<file path="config.mk">
export PLATFORM = sky130hd
export DESIGN_NAME = mem_wb_writeback
export DESIGN_NICKNAME = d
export VERILOG_FILES = /design/src/rtl/mem_wb_writeback_pkg.sv /design/src/rtl/mem_wb_writeback_load_align.sv /design/src/rtl/mem_wb_writeback.sv
export SDC_FILE = /design/constraint.sdc
export NUM_CORES = 1
export LEC_CHECK = 0
export ABC_AREA = 1
export CORE_UTILIZATION = 47
export CTS_CLUSTER_SIZE = 20
export DETAILED_ROUTE_END_ITERATION = 7
export PLACE_DENSITY_LB_ADDON = 0.08
export SYNTH_ARGS = -nofsm -noshare
export SYNTH_HDL_FRONTEND = slang
export SYNTH_SLANG_ARGS = --single-unit
export TNS_END_PERCENT = 100
</file>
<file path="constraint.sdc">
create_clock -name clk -period 3.5 [get_ports clk]
set_input_delay 0.525 -clock clk [delete_from_list [all_inputs] [get_ports clk]]
set_output_delay 0.525 -clock clk [all_outputs]
set_load 0.02 [all_outputs]
</file>
<file path="src/rtl/mem_wb_writeback_pkg.sv">
// Shared definitions for the MEM/WB writeback stage: load-op codes and constants.
package mem_wb_writeback_pkg;

    // Load type encodings carried on mem_load_op; codes 5..7 are reserved.
    localparam logic [2:0] LOAD_LB  = 3'd0;
    localparam logic [2:0] LOAD_LBU = 3'd1;
    localparam logic [2:0] LOAD_LH  = 3'd2;
    localparam logic [2:0] LOAD_LHU = 3'd3;
    localparam logic [2:0] LOAD_LW  = 3'd4;

    localparam logic [31:0] ZERO_WORD = 32'h0000_0000;
    localparam logic [4:0]  REG_ZERO  = 5'd0;

    // Extend a byte to a word, sign- or zero-filling the upper bits.
    function automatic logic [31:0] ext_byte(input logic [7:0] b, input logic sgn);
        return {{24{sgn & b[7]}}, b};
    endfunction

    // Extend a halfword to a word, sign- or zero-filling the upper bits.
    function automatic logic [31:0] ext_half(input logic [15:0] h, input logic sgn);
        return {{16{sgn & h[15]}}, h};
    endfunction

endpackage

</file>
<file path="src/rtl/mem_wb_writeback_load_align.sv">
// Big-endian load alignment and extension; flags misaligned halfword/word loads.
module mem_wb_writeback_load_align
    import mem_wb_writeback_pkg::*;
(
    input  logic [2:0]  load_op,
    input  logic [1:0]  addr_lo,
    input  logic [31:0] rdata,
    output logic [31:0] data,
    output logic        misalign
);

    logic [7:0]  sel_byte;
    logic [15:0] sel_half;

    // Byte 0 is the most significant byte of the word.
    always_comb begin
        sel_byte = rdata[31:24];
        unique case (addr_lo)
            2'd0: sel_byte = rdata[31:24];
            2'd1: sel_byte = rdata[23:16];
            2'd2: sel_byte = rdata[15:8];
            2'd3: sel_byte = rdata[7:0];
            default: sel_byte = rdata[31:24];
        endcase
        sel_half = addr_lo[1] ? rdata[15:0] : rdata[31:16];
    end

    // Pick and extend the addressed field; misaligned accesses pass the raw word.
    always_comb begin
        data     = rdata;
        misalign = 1'b0;
        case (load_op)
            LOAD_LB:  data = ext_byte(sel_byte, 1'b1);
            LOAD_LBU: data = ext_byte(sel_byte, 1'b0);
            LOAD_LH, LOAD_LHU: begin
                misalign = addr_lo[0];
                if (!addr_lo[0]) begin
                    data = ext_half(sel_half, load_op == LOAD_LH);
                end
            end
            // LW and the reserved codes share word behaviour.
            default: misalign = (addr_lo != 2'd0);
        endcase
    end

endmodule

</file>
<file path="src/rtl/mem_wb_writeback.sv">
// MEM/WB pipeline register: captures the MEM result, aligns loads, and drives the
// register-file write port under stall/flush control.
module mem_wb_writeback
    import mem_wb_writeback_pkg::*;
#(
    parameter int unsigned DATA_W = 32,
    parameter int unsigned ADDR_W = 5
) (
    input  logic              clk,
    input  logic              rst,
    input  logic              mem_we,
    input  logic [ADDR_W-1:0] mem_waddr,
    input  logic [DATA_W-1:0] mem_result,
    input  logic              mem_is_load,
    input  logic [2:0]        mem_load_op,
    input  logic [1:0]        mem_addr_lo,
    input  logic [DATA_W-1:0] mem_rdata,
    input  logic              stall_mem,
    input  logic              stall_wb,
    input  logic              flush,
    output logic              wb_we,
    output logic [ADDR_W-1:0] wb_waddr,
    output logic [DATA_W-1:0] wb_wdata,
    output logic              wb_misalign
);

    logic [DATA_W-1:0] align_data;
    logic              align_misalign;

    logic              we_q, we_d;
    logic [ADDR_W-1:0] waddr_q, waddr_d;
    logic [DATA_W-1:0] wdata_q, wdata_d;
    logic              misalign_q, misalign_d;

    logic              load_bad;

    mem_wb_writeback_load_align u_load_align (
        .load_op  (mem_load_op),
        .addr_lo  (mem_addr_lo),
        .rdata    (mem_rdata),
        .data     (align_data),
        .misalign (align_misalign)
    );

    assign load_bad = mem_is_load & align_misalign;

    // Next-state: flush beats a MEM-only stall (bubble), which beats a WB hold.
    always_comb begin
        we_d       = we_q;
        waddr_d    = waddr_q;
        wdata_d    = wdata_q;
        misalign_d = misalign_q;
        if (flush || (stall_mem && !stall_wb)) begin
            we_d       = 1'b0;
            waddr_d    = '0;
            wdata_d    = ZERO_WORD;
            misalign_d = 1'b0;
        end else if (!stall_wb) begin
            // r0 is hardwired; its index/data are still latched for visibility.
            we_d       = mem_we && (mem_waddr != ADDR_W'(REG_ZERO)) && !load_bad;
            waddr_d    = mem_waddr;
            wdata_d    = mem_is_load ? align_data : mem_result;
            misalign_d = load_bad;
        end
    end

    // Pipeline register with synchronous reset.
    always_ff @(posedge clk) begin
        if (rst) begin
            we_q       <= 1'b0;
            waddr_q    <= '0;
            wdata_q    <= ZERO_WORD;
            misalign_q <= 1'b0;
        end else begin
            we_q       <= we_d;
            waddr_q    <= waddr_d;
            wdata_q    <= wdata_d;
            misalign_q <= misalign_d;
        end
    end

    assign wb_we       = we_q;
    assign wb_waddr    = waddr_q;
    assign wb_wdata    = wdata_q;
    assign wb_misalign = misalign_q;

endmodule

</file>
==> implementation parameters, run 1 <==
Parameter                              Value

Setup path
  Worst path top cell family by delay    buffers and inverters
  Number of stages on the worst setup path    8
  Source of the critical timing path    mem_addr_lo[0]
  Number of buffers and inverters on the critical path    2
  Data required time of the critical path    3.74 ns
  End point of the critical path    wb_wdata[21]
  Crit path max fanout    27
  Worst Path Arrival    2.64 ns
  Cells along the critical path    clkdlybuf4s50_1 > inv_2 > nand3_1 > nand3_2 > nand3_4 > nand3_1 > nand2_1 > a21oi_1
  Endpoint of the lowest-slack register-to-register path    wb_wdata[12]
  Launching point of the worst reg2reg path    wb_wdata[12]
  R2R Setup Slk    2.80 ns
  Critical path's slowest cell    sky130_fd_sc_hd__clkdlybuf4s50_1
  Category of the critical setup timing path    in2reg
  Maximum single-stage delay on the critical path    0.62 ns
  Launching element type of the critical path    input pin
  Worst R2R Path Depth    2
  Kind of end point of the critical path    flop
  Library cell appearing most often on the critical path    sky130_fd_sc_hd__nand3_1

Clocking
  Total setup buffers inserted after CTS    0
  Clock root buffer    sky130_fd_sc_hd__clkbuf_8
  Clock Sinks    39
  Bufs on Longest Clock Path    2
  Total number of H-tree levels    2
  Clock Pin Slew Worst Setup and Hold Paths    0.09 ns
  Number of cells upsized or downsized after cts    0
  Clock tree from TritonCTS    built
  Number of buffers created by CTS    5
  Clk_lat worst skew    0.30 ns
  Hold-fix buffers at CTS    0

Floorplan
  Die W    79.7 um
  Overall die height    79.7 um
  Die footprint    6360 sq um
  Site row count    27
  Starting density of the core    0.500
  IO Pins    120
  Placeable core region    5680 sq um

Pwr
  Maximum vdd drop    286 uV
  Clock Power Share    0.352
  Part of the power in registers    0.357
  Total power    1.31 mW
  NetSw    394 uW
  PD cells    321 nW/um^2
  Switching Share    0.301
  Share of total power in combinational logic    0.291
  Int Pwr    914 uW
  Leakage power summed over all cells    1.68 nW

Timing
  Final number of setup-violating endpoints    0
  RSZ-0062 raised after global routing    no
  Final max-slew violation count    0
  Achievable frequency    418 MHz
  Final hold viol count    0
  Slew margin rel.    0.569
  Minimum clock period    2.40 ns
  Post-route setup TNS    0 ns
  Max Clock Skew    0 ns
  Worst hold margin    0.469 ns
  Measured slew at the worst slew-check pin    0.645 ns
  Ratio of final minimum period to clock period    0.684

Detailed routing
  Total Wirelength    10200 um
  Number of remaining DRC errors    0
  Detailed-route vias per instance    5.68
  Number of nets with antenna violations after detailed routing    0
  Via Count    3622
  Initial DRC count    307
  Count of TritonRoute iterations in the first routing pass    5
  Routed len/inst    16.0 um

Global route
  Number of global-route vias before repair    3451
  Largest net degree at the start of global routing    41
  Combined global-route utilization of all metal layers    0.330
  Wire length of the first global-routing pass    16200 um
  Initial antenna violation count    0
  GRT overflow    0

Cells and area
  Final Net Count    646
  Area overhead of the layout relative to synthesis    43.8%
  Area of all placed cells without fillers    4080 sq um
  Share of layout cells above drive strength 1    0.0689
  Layout fillers    489
  Final Util    0.719
  Antenna diode instance count    0

Synthesis
  Post-synthesis average cell area    6.04 sq um
  Post-synth top area share    0.275
  Flip-flop and latch count after synthesis    39
  Warnings from Yosys    0
  Total nets after synthesis    551
  Cell area after technology mapping    2840 sq um
  Proportion of synthesized chip area in sequential cells    0.275
  Largest area contributor in the netlist    sky130_fd_sc_hd__dfxtp_1
  Synthesized netlist cell count    470
  Ranking of synthesized cells by area    sky130_fd_sc_hd__dfxtp_1 (28%), sky130_fd_sc_hd__nand2_1 (15%), sky130_fd_sc_hd__a21oi_1 (13%)
  Cell variety after synth    27

Run
  Maxcap violations    0

Worst hold path
  Min-delay worst type    reg2reg

Status
  Result of the run    complete, no violations

Placement
  IO Port Bufs    119
  Instance area at placement    3950 sq um
  GP Congestion    0.975
  Detailed placer's ending HPWL    7260 um
[cells in the mapped netlist]
library cell and instances:
sky130_fd_sc_hd__a21oi_1 76, sky130_fd_sc_hd__a21oi_2 10, sky130_fd_sc_hd__a31oi_1 1, sky130_fd_sc_hd__buf_2 11, sky130_fd_sc_hd__buf_4 3, sky130_fd_sc_hd__buf_6 6, sky130_fd_sc_hd__clkbuf_1 15, sky130_fd_sc_hd__clkinv_2 1
sky130_fd_sc_hd__clkinv_8 1, sky130_fd_sc_hd__dfxtp_1 39, sky130_fd_sc_hd__inv_1 18, sky130_fd_sc_hd__inv_2 3, sky130_fd_sc_hd__inv_4 1, sky130_fd_sc_hd__nand2_1 115, sky130_fd_sc_hd__nand2_2 2, sky130_fd_sc_hd__nand2_4 3
sky130_fd_sc_hd__nand2_8 1, sky130_fd_sc_hd__nand3_1 39, sky130_fd_sc_hd__nand3_2 1, sky130_fd_sc_hd__nand3_4 1, sky130_fd_sc_hd__nor2_1 61, sky130_fd_sc_hd__nor2_2 3, sky130_fd_sc_hd__nor3_1 1, sky130_fd_sc_hd__o211ai_1 4
sky130_fd_sc_hd__o21ai_0 52, sky130_fd_sc_hd__o22ai_1 1, sky130_fd_sc_hd__or2_2 1
[power by group through the flow]
stage	Clock, mW	Sequential (mW)	Combinational [mW]
final	0.461	0.467	0.380
after global routing	0.475	0.468	0.413
after CTS	0.460	0.467	0.375
after detailed placement	0	0.477	0.372
after global placement	0	0.477	0.368
after floorplan	0	0.496	0.184
[layout by cell type (no fill, tap or decap), types with 2 or more instances in the layout]
master and instances:
sky130_fd_sc_hd__o21ai_0 52, sky130_fd_sc_hd__nand3_1 39, sky130_fd_sc_hd__nand2_2 2, sky130_fd_sc_hd__nor2_2 3, sky130_fd_sc_hd__clkbuf_8 5, sky130_fd_sc_hd__a21oi_2 10
sky130_fd_sc_hd__dfxtp_1 39, sky130_fd_sc_hd__nand2_1 115, sky130_fd_sc_hd__o211ai_1 4, sky130_fd_sc_hd__nand2_4 3, sky130_fd_sc_hd__a21oi_1 76, sky130_fd_sc_hd__inv_1 18
sky130_fd_sc_hd__bufinv_16 2, sky130_fd_sc_hd__inv_2 3, sky130_fd_sc_hd__buf_4 4, sky130_fd_sc_hd__clkdlybuf4s50_1 119, sky130_fd_sc_hd__nor2_1 61
[area by class of cell]
cell class | instances | area, sq um | area share
Sequential cell | 39 | 781 | 0.191
Timing Repair Buffer | 123 | 1220 | 0.299
Inverter | 24 | 106 | 0.0261
Multi-Input combinational cell | 372 | 1750 | 0.429
Tap cell | 72 | 90.1 | 0.0221
Clock inverter | 2 | 60.1 | 0.0147
Clock buffer | 6 | 72.6 | 0.0178
[stage by stage]
stage	std cells	setup slack (ns)
after detailed placement	630	0.868
after CTS	638	1.17
after global placement	630	0.927
after floorplan	470	2.05
after global routing	638	1.02
final	638	1.10
[routing by layer]
layer | GRT usage | share of wire | up-vias
li1 | - | - | 1743
met1 | 0.406 | 0.40 | 1646
met2 | 0.548 | 0.48 | 198
met3 | 0.0709 | 0.086 | 35
met4 | 0.147 | 0.034 | 0
met5 | 0 | 0 | -
[kinds of logic (layout without fill, tap and decap cells)]
| kind of cell | after synthesis | after routing | share of synthesized area |
|---|---|---|---|
| buffers and inverters | 59 | 155 | 0.108 |
| AND/OR/NAND/NOR | 228 | 228 | 0.345 |
| flip-flops | 39 | 39 | 0.275 |
| AO/OA/AOI/OAI | 144 | 144 | 0.271 |
[how the worst min path moves through the flow]
| stage | from | to | slack (ns) | depth (start not counted) |
|---|---|---|---|---|
| final | wb_waddr[2] | wb_waddr[2] | 0.47 | 2 |
| after global routing | wb_waddr[4] | wb_waddr[4] | 0.50 | 2 |
| after CTS | wb_waddr[2] | wb_waddr[2] | 0.47 | 2 |
| after detailed placement | wb_waddr[2] | wb_waddr[2] | 0.45 | 2 |
| after global placement | wb_we | wb_we | 0.45 | 2 |
| after floorplan | wb_waddr[0] | wb_waddr[0] | 0.55 | 2 |
[sequential cells by signal (all words and copies together), names as in the netlist]
register,flops
wb_waddr,5
wb_we,1
wb_misalign,1
wb_wdata,32
[tightest hold or removal path, cell delays in order, from the launching register on]
cell and delay, ns:
sky130_fd_sc_hd__dfxtp_1 0.31, sky130_fd_sc_hd__nand2_1 0.06, sky130_fd_sc_hd__a21oi_1 0.06
Note: power is estimated with default switching activity, not from simulation.
==> inputs of run 2 (changes only) <==
--- a/config.mk
+++ b/config.mk
@@ -6,7 +6,7 @@
 export NUM_CORES = 1
 export LEC_CHECK = 0
 export ABC_AREA = 1
-export CORE_UTILIZATION = 47
+export CORE_UTILIZATION = 39
 export CTS_CLUSTER_SIZE = 20
 export DETAILED_ROUTE_END_ITERATION = 7
 export PLACE_DENSITY_LB_ADDON = 0.08
==> constraint.sdc (replaced) <==
create_clock -name clk -period 2.1 [get_ports clk]
set_input_delay 0.315 -clock clk [delete_from_list [all_inputs] [get_ports clk]]
set_output_delay 0.315 -clock clk [all_outputs]
set_load 0.02 [all_outputs]
==> run 2 against run 1 <==
Effect of this change: clock skew stayed put; largest cell class unchanged; first-iteration DRC count is 40% lower; critical path type unchanged; via count is 2.5% lower; critical endpoint is now wb_wdata[9]; core utilization is 11 points lower; highest routed layer unchanged; cell count is 5.5% higher.
==> implementation parameters, run 2 (same netlist as run 1, synthesis figures left out) <==
Parameter                              Value

Timing
  RSZ-0062 raised after global routing    no
  Max Clock Skew    0 ns
  Worst hold margin    0.471 ns
  Measured slew at the worst slew-check pin    0.485 ns
  Ratio of final minimum period to clock period    0.843
  Final number of setup-violating endpoints    0
  Slew margin rel.    0.676
  Achievable frequency    565 MHz
  Minimum clock period    1.77 ns
  Final hold viol count    0
  Final max-slew violation count    0
  Post-route setup TNS    0 ns

Clocking
  Bufs on Longest Clock Path    2
  Clock Pin Slew Worst Setup and Hold Paths    0.08 ns
  Clock Sinks    39
  Clock root buffer    sky130_fd_sc_hd__clkbuf_8
  Hold-fix buffers at CTS    0
  Number of cells upsized or downsized after cts    0
  Total number of H-tree levels    2
  Number of buffers created by CTS    5
  Clock tree from TritonCTS    built
  Total setup buffers inserted after CTS    0
  Clk_lat worst skew    0.29 ns

Global route
  Largest net degree at the start of global routing    40
  GRT overflow    0
  Combined global-route utilization of all metal layers    0.267
  Initial antenna violation count    0
  Number of global-route vias before repair    3218
  Wire length of the first global-routing pass    15800 um

Worst hold path
  Min-delay worst type    reg2reg

Detailed routing
  Routed len/inst    15.1 um
  Met1 wire length    4450 um
  Count of TritonRoute iterations in the first routing pass    5
  Top Layer Used    met4
  Via Count    3530
  Met3 WL post-DR    618 um
  Number of nets with antenna violations after detailed routing    0
  Number of remaining DRC errors    0
  Sum of met2 wire segment lengths after detailed routing    4940 um
  Initial DRC count    185
  Detailed-route vias per instance    5.25
  Total Wirelength    10200 um

Setup path
  Crit path max fanout    24
  Number of buffers and inverters on the critical path    1
  Library cell appearing most often on the critical path    sky130_fd_sc_hd__nand2_1
  Worst Path Arrival    1.98 ns
  Category of the critical setup timing path    in2reg
  Critical path's slowest cell    sky130_fd_sc_hd__clkdlybuf4s50_1
  Maximum single-stage delay on the critical path    0.70 ns
  Worst path top cell family by delay    simple AND/OR/NAND/NOR gates
  Cells along the critical path    clkdlybuf4s50_1 > nor2_1 > nand2_1 > nand3_4 > nand3_1 > nand2_1 > a21oi_1
  Launching element type of the critical path    input pin
  Kind of end point of the critical path    flop
  Data required time of the critical path    2.31 ns

Pwr
  Part of the power in registers    0.372
  Switching Share    0.307
  Leakage power summed over all cells    1.74 nW
  Maximum vdd drop    442 uV
  Int Pwr    1.45 mW
  Clock Power Share    0.318
  PD cells    498 nW/um^2
  Share of total power in combinational logic    0.311
  NetSw    642 uW

Cells and area
  Antenna diode instance count    0
  Commonest non-fill, non-tap cell in the layout    sky130_fd_sc_hd__clkdlybuf4s50_1
  Flip-flop count of the largest register, all copies and words added    32
  Final Net Count    657
  Leading cell types in the layout, fill and taps excluded    sky130_fd_sc_hd__clkdlybuf4s50_1 (119), sky130_fd_sc_hd__nand2_1 (115), sky130_fd_sc_hd__a21oi_1 (76), sky130_fd_sc_hd__nor2_1 (61), sky130_fd_sc_hd__o21ai_0 (52)
  Share of layout cells above drive strength 1    0.0884
  Area overhead of the layout relative to synthesis    48.1%

Placement
  Detailed placer's ending HPWL    7520 um
  IO Port Bufs    119
  GP Congestion    0.908

Floorplan
  Site row count    30
  Placeable core region    6910 sq um
  Starting density of the core    0.411
  Overall die height    87.3 um
  IO Pins    120
  Die W    87.3 um
  Die footprint    7620 sq um

Run
  Maxcap violations    0

Status
  Result of the run    complete, no violations
## run 2: layout make-up
class	count	area, sq um
Clock inverter	2	35.0
Inverter	24	106
Tap cell	96	120
Multi-Input combinational cell	372	1750
Clock buffer	6	82.6
Sequential cell	39	781
Timing Repair Buffer	134	1330
Fill cell	681	2700
## run 2: stage by stage
step           utilization  cells  total power [mW]  area [sq um]  setup slack, ns
2_1_floorplan            -    470              1.13          2840            0.858
3_3_place_gp         0.592    665              1.44          4090           0.0836
3_5_place_dp         0.592    665              1.44          4090           0.0358
4_1_cts              0.609    673              2.11          4200            0.339
5_1_grt              0.609    673              2.20          4200            0.223
6_report             0.609    673              2.09          4200            0.330
## run 2: worst register-to-register path: stages (launching register included)
cell	delay, ns
sky130_fd_sc_hd__dfxtp_1	0.36
sky130_fd_sc_hd__o21ai_0	0.09
sky130_fd_sc_hd__a21oi_1	0.16
## run 2: metal layers
layer  vias to the layer above  global-route usage
li1                       1765                   -
met4                         0              0.0641
met3                        12              0.0379
met5                         -                   0
met1                      1609               0.355
met2                       144               0.455
## run 2: power by group through the flow
stage	Clock [mW]	Sequential, mW	Combinational (mW)
floorplan	0	0.826	0.307
global placement	0	0.794	0.646
detailed placement	0	0.795	0.647
CTS	0.678	0.778	0.650
global route	0.712	0.781	0.708
finish	0.665	0.778	0.651
## run 2: worst paths after layout
check	to	slack (ns)	from	depth (start not counted)
max	wb_wdata[9]	0.33	mem_addr_lo[1]	7
min	wb_waddr[1]	0.47	wb_waddr[1]	2
max reg2reg	wb_wdata[8]	1.43	wb_wdata[8]	2
min reg2reg	wb_waddr[1]	0.47	wb_waddr[1]	2
==> inputs of run 3 (changes only) <==
==> constraint.sdc (replaced) <==
create_clock -name clk -period 1.5 [get_ports clk]
set_input_delay 0.225 -clock clk [delete_from_list [all_inputs] [get_ports clk]]
set_output_delay 0.225 -clock clk [all_outputs]
set_load 0.02 [all_outputs]
==> run 3 against run 2 <==
Effect of this change: clock skew unchanged; largest power group unchanged; clock power up 58%; sequential share of layout area down 1.6 points; worst hold slack worse by 0.0038 ns; via count up 3.2%; critical endpoint is now wb_wdata[8].
==> implementation parameters, run 3 (same netlist as run 1, synthesis figures left out) <==
Parameter                              Value

Status
  Result of the run    complete, no violations

Global route
  Initial antenna violation count    0
  Number of global-route vias before repair    3442
  Wire length of the first global-routing pass    16500 um
  GRT overflow    0
  Combined global-route utilization of all metal layers    0.278
  Largest net degree at the start of global routing    29

Worst hold path
  Min-delay worst type    reg2reg

Setup path
  Critical path's slowest cell    sky130_fd_sc_hd__clkdlybuf4s50_1
  Cells along the critical path    clkdlybuf4s50_1
  Worst Path Arrival    1.25 ns
  Category of the critical setup timing path    reg2out
  Worst path top cell family by delay    buffers and inverters
  Kind of end point of the critical path    output port
  Launching element type of the critical path    flop
  Maximum single-stage delay on the critical path    0.61 ns
  Data required time of the critical path    1.27 ns
  Number of buffers and inverters on the critical path    1
  Crit path max fanout    2

Timing
  Measured slew at the worst slew-check pin    0.319 ns
  RSZ-0062 raised after global routing    no
  Slew margin rel.    0.785
  Final hold viol count    0
  Ratio of final minimum period to clock period    0.982
  Max Clock Skew    0 ns
  Minimum clock period    1.47 ns
  Setup slack of the critical path after layout    0.0267 ns
  Achievable frequency    679 MHz
  Final number of setup-violating endpoints    0
  Final max-slew violation count    0

Cells and area
  Leading cell types in the layout, fill and taps excluded    sky130_fd_sc_hd__nand2_1 (114), sky130_fd_sc_hd__clkdlybuf4s50_1 (105), sky130_fd_sc_hd__a21oi_1 (76), sky130_fd_sc_hd__nor2_1 (61), sky130_fd_sc_hd__o21ai_0 (52)
  Final Util    0.666
  Share of layout cells above drive strength 1    0.142
  Antenna diode instance count    0
  Filler-free cell count of the finished design    708
  Flip-flop count of the largest register, all copies and words added    32
  Area used by multi-input combinational logic    1820 sq um
  Area overhead of the layout relative to synthesis    62.0%
  Total area of sequential cells    781 sq um
  Final Net Count    692
  Commonest non-fill, non-tap cell in the layout    sky130_fd_sc_hd__nand2_1
  Area of all placed cells without fillers    4600 sq um
  Layout fillers    674

Detailed routing
  Number of remaining DRC errors    0
  Detailed-route vias per instance    5.15
  Count of TritonRoute iterations in the first routing pass    4
  Initial DRC count    235
  Routed len/inst    15.1 um
  Number of nets with antenna violations after detailed routing    0
  Via Count    3643
  Total Wirelength    10700 um

Clocking
  Clock root buffer    sky130_fd_sc_hd__clkbuf_8
  Number of buffers created by CTS    5
  Clock tree from TritonCTS    built
  Clock Pin Slew Worst Setup and Hold Paths    0.08 ns
  Clk_lat worst skew    0.29 ns
  Total number of H-tree levels    2
  Clock Sinks    39
  Bufs on Longest Clock Path    2
  Hold-fix buffers at CTS    0

Run
  Maxcap violations    0

Placement
  Instance area at placement    4360 sq um
  GP Congestion    0.924
  IO Port Bufs    119
  Placed cells    698
  Post-Place Worst Slack    -0.428 ns
  Detailed placer's ending HPWL    7990 um

Floorplan
  Die footprint    7620 sq um
  Die W    87.3 um
  Overall die height    87.3 um
  Placeable core region    6910 sq um
  IO Pins    120
  Starting density of the core    0.411
  Site row count    30

Pwr
  Total power    3.15 mW
  PD cells    685 nW/um^2
  Leakage power summed over all cells    2.13 nW
  Maximum vdd drop    458 uV
-- run 3: final timing paths --
path                      from           end  slack [ns]  cells past startpoint
hold reg to reg    wb_waddr[2]   wb_waddr[2]        0.47                      2
setup / recovery   wb_wdata[8]   wb_wdata[8]        0.03                      1
setup reg to reg  wb_wdata[25]  wb_wdata[25]        0.82                      2
hold / removal     wb_waddr[2]   wb_waddr[2]        0.47                      2
-- run 3: area by class of cell --
cell class / instances / area share
multi-input combinational: 374 / 0.396
timing repair buffer: 167 / 0.356
sequential: 39 / 0.170
tap: 96 / 0.0261
inverter: 24 / 0.0237
clock buffer: 6 / 0.0158
clock inverter: 2 / 0.0131
-- run 3: per-stage QoR --
step           setup TNS (ns)  hold WS, ns
4_1_cts                -0.454        0.468
6_report                    0        0.468
5_1_grt                     0        0.488
3_3_place_gp            -9.04        0.450
3_5_place_dp           -10.49        0.456
2_1_floorplan               0        0.370
-- run 3: where the power goes --
group          leakage (nW)  switching [mW]  internal [mW]  total [mW]
clock                0.0654           0.389          0.666        1.05
combinational          1.75           0.520          0.489        1.01
sequential            0.318          0.0168           1.07        1.09
total                  2.13           0.926           2.23        3.15
-- run 3: repair_timing --
action                                  in CTS  in global routing
endpoints found under the setup margin      22                 43
setup buffers                                0                  0
cloned                                       1                  1
gates resized for setup                      1                 22
pin swaps                                    1                  1
-- run 3: layer usage --
layer	vias to the layer above	track usage	wire, um
li1	1838	-	-
met1	1673	0.353	4550
met2	119	0.488	5290
met3	13	0.0379	645
met4	0	0.0760	184
met5	-	0	0
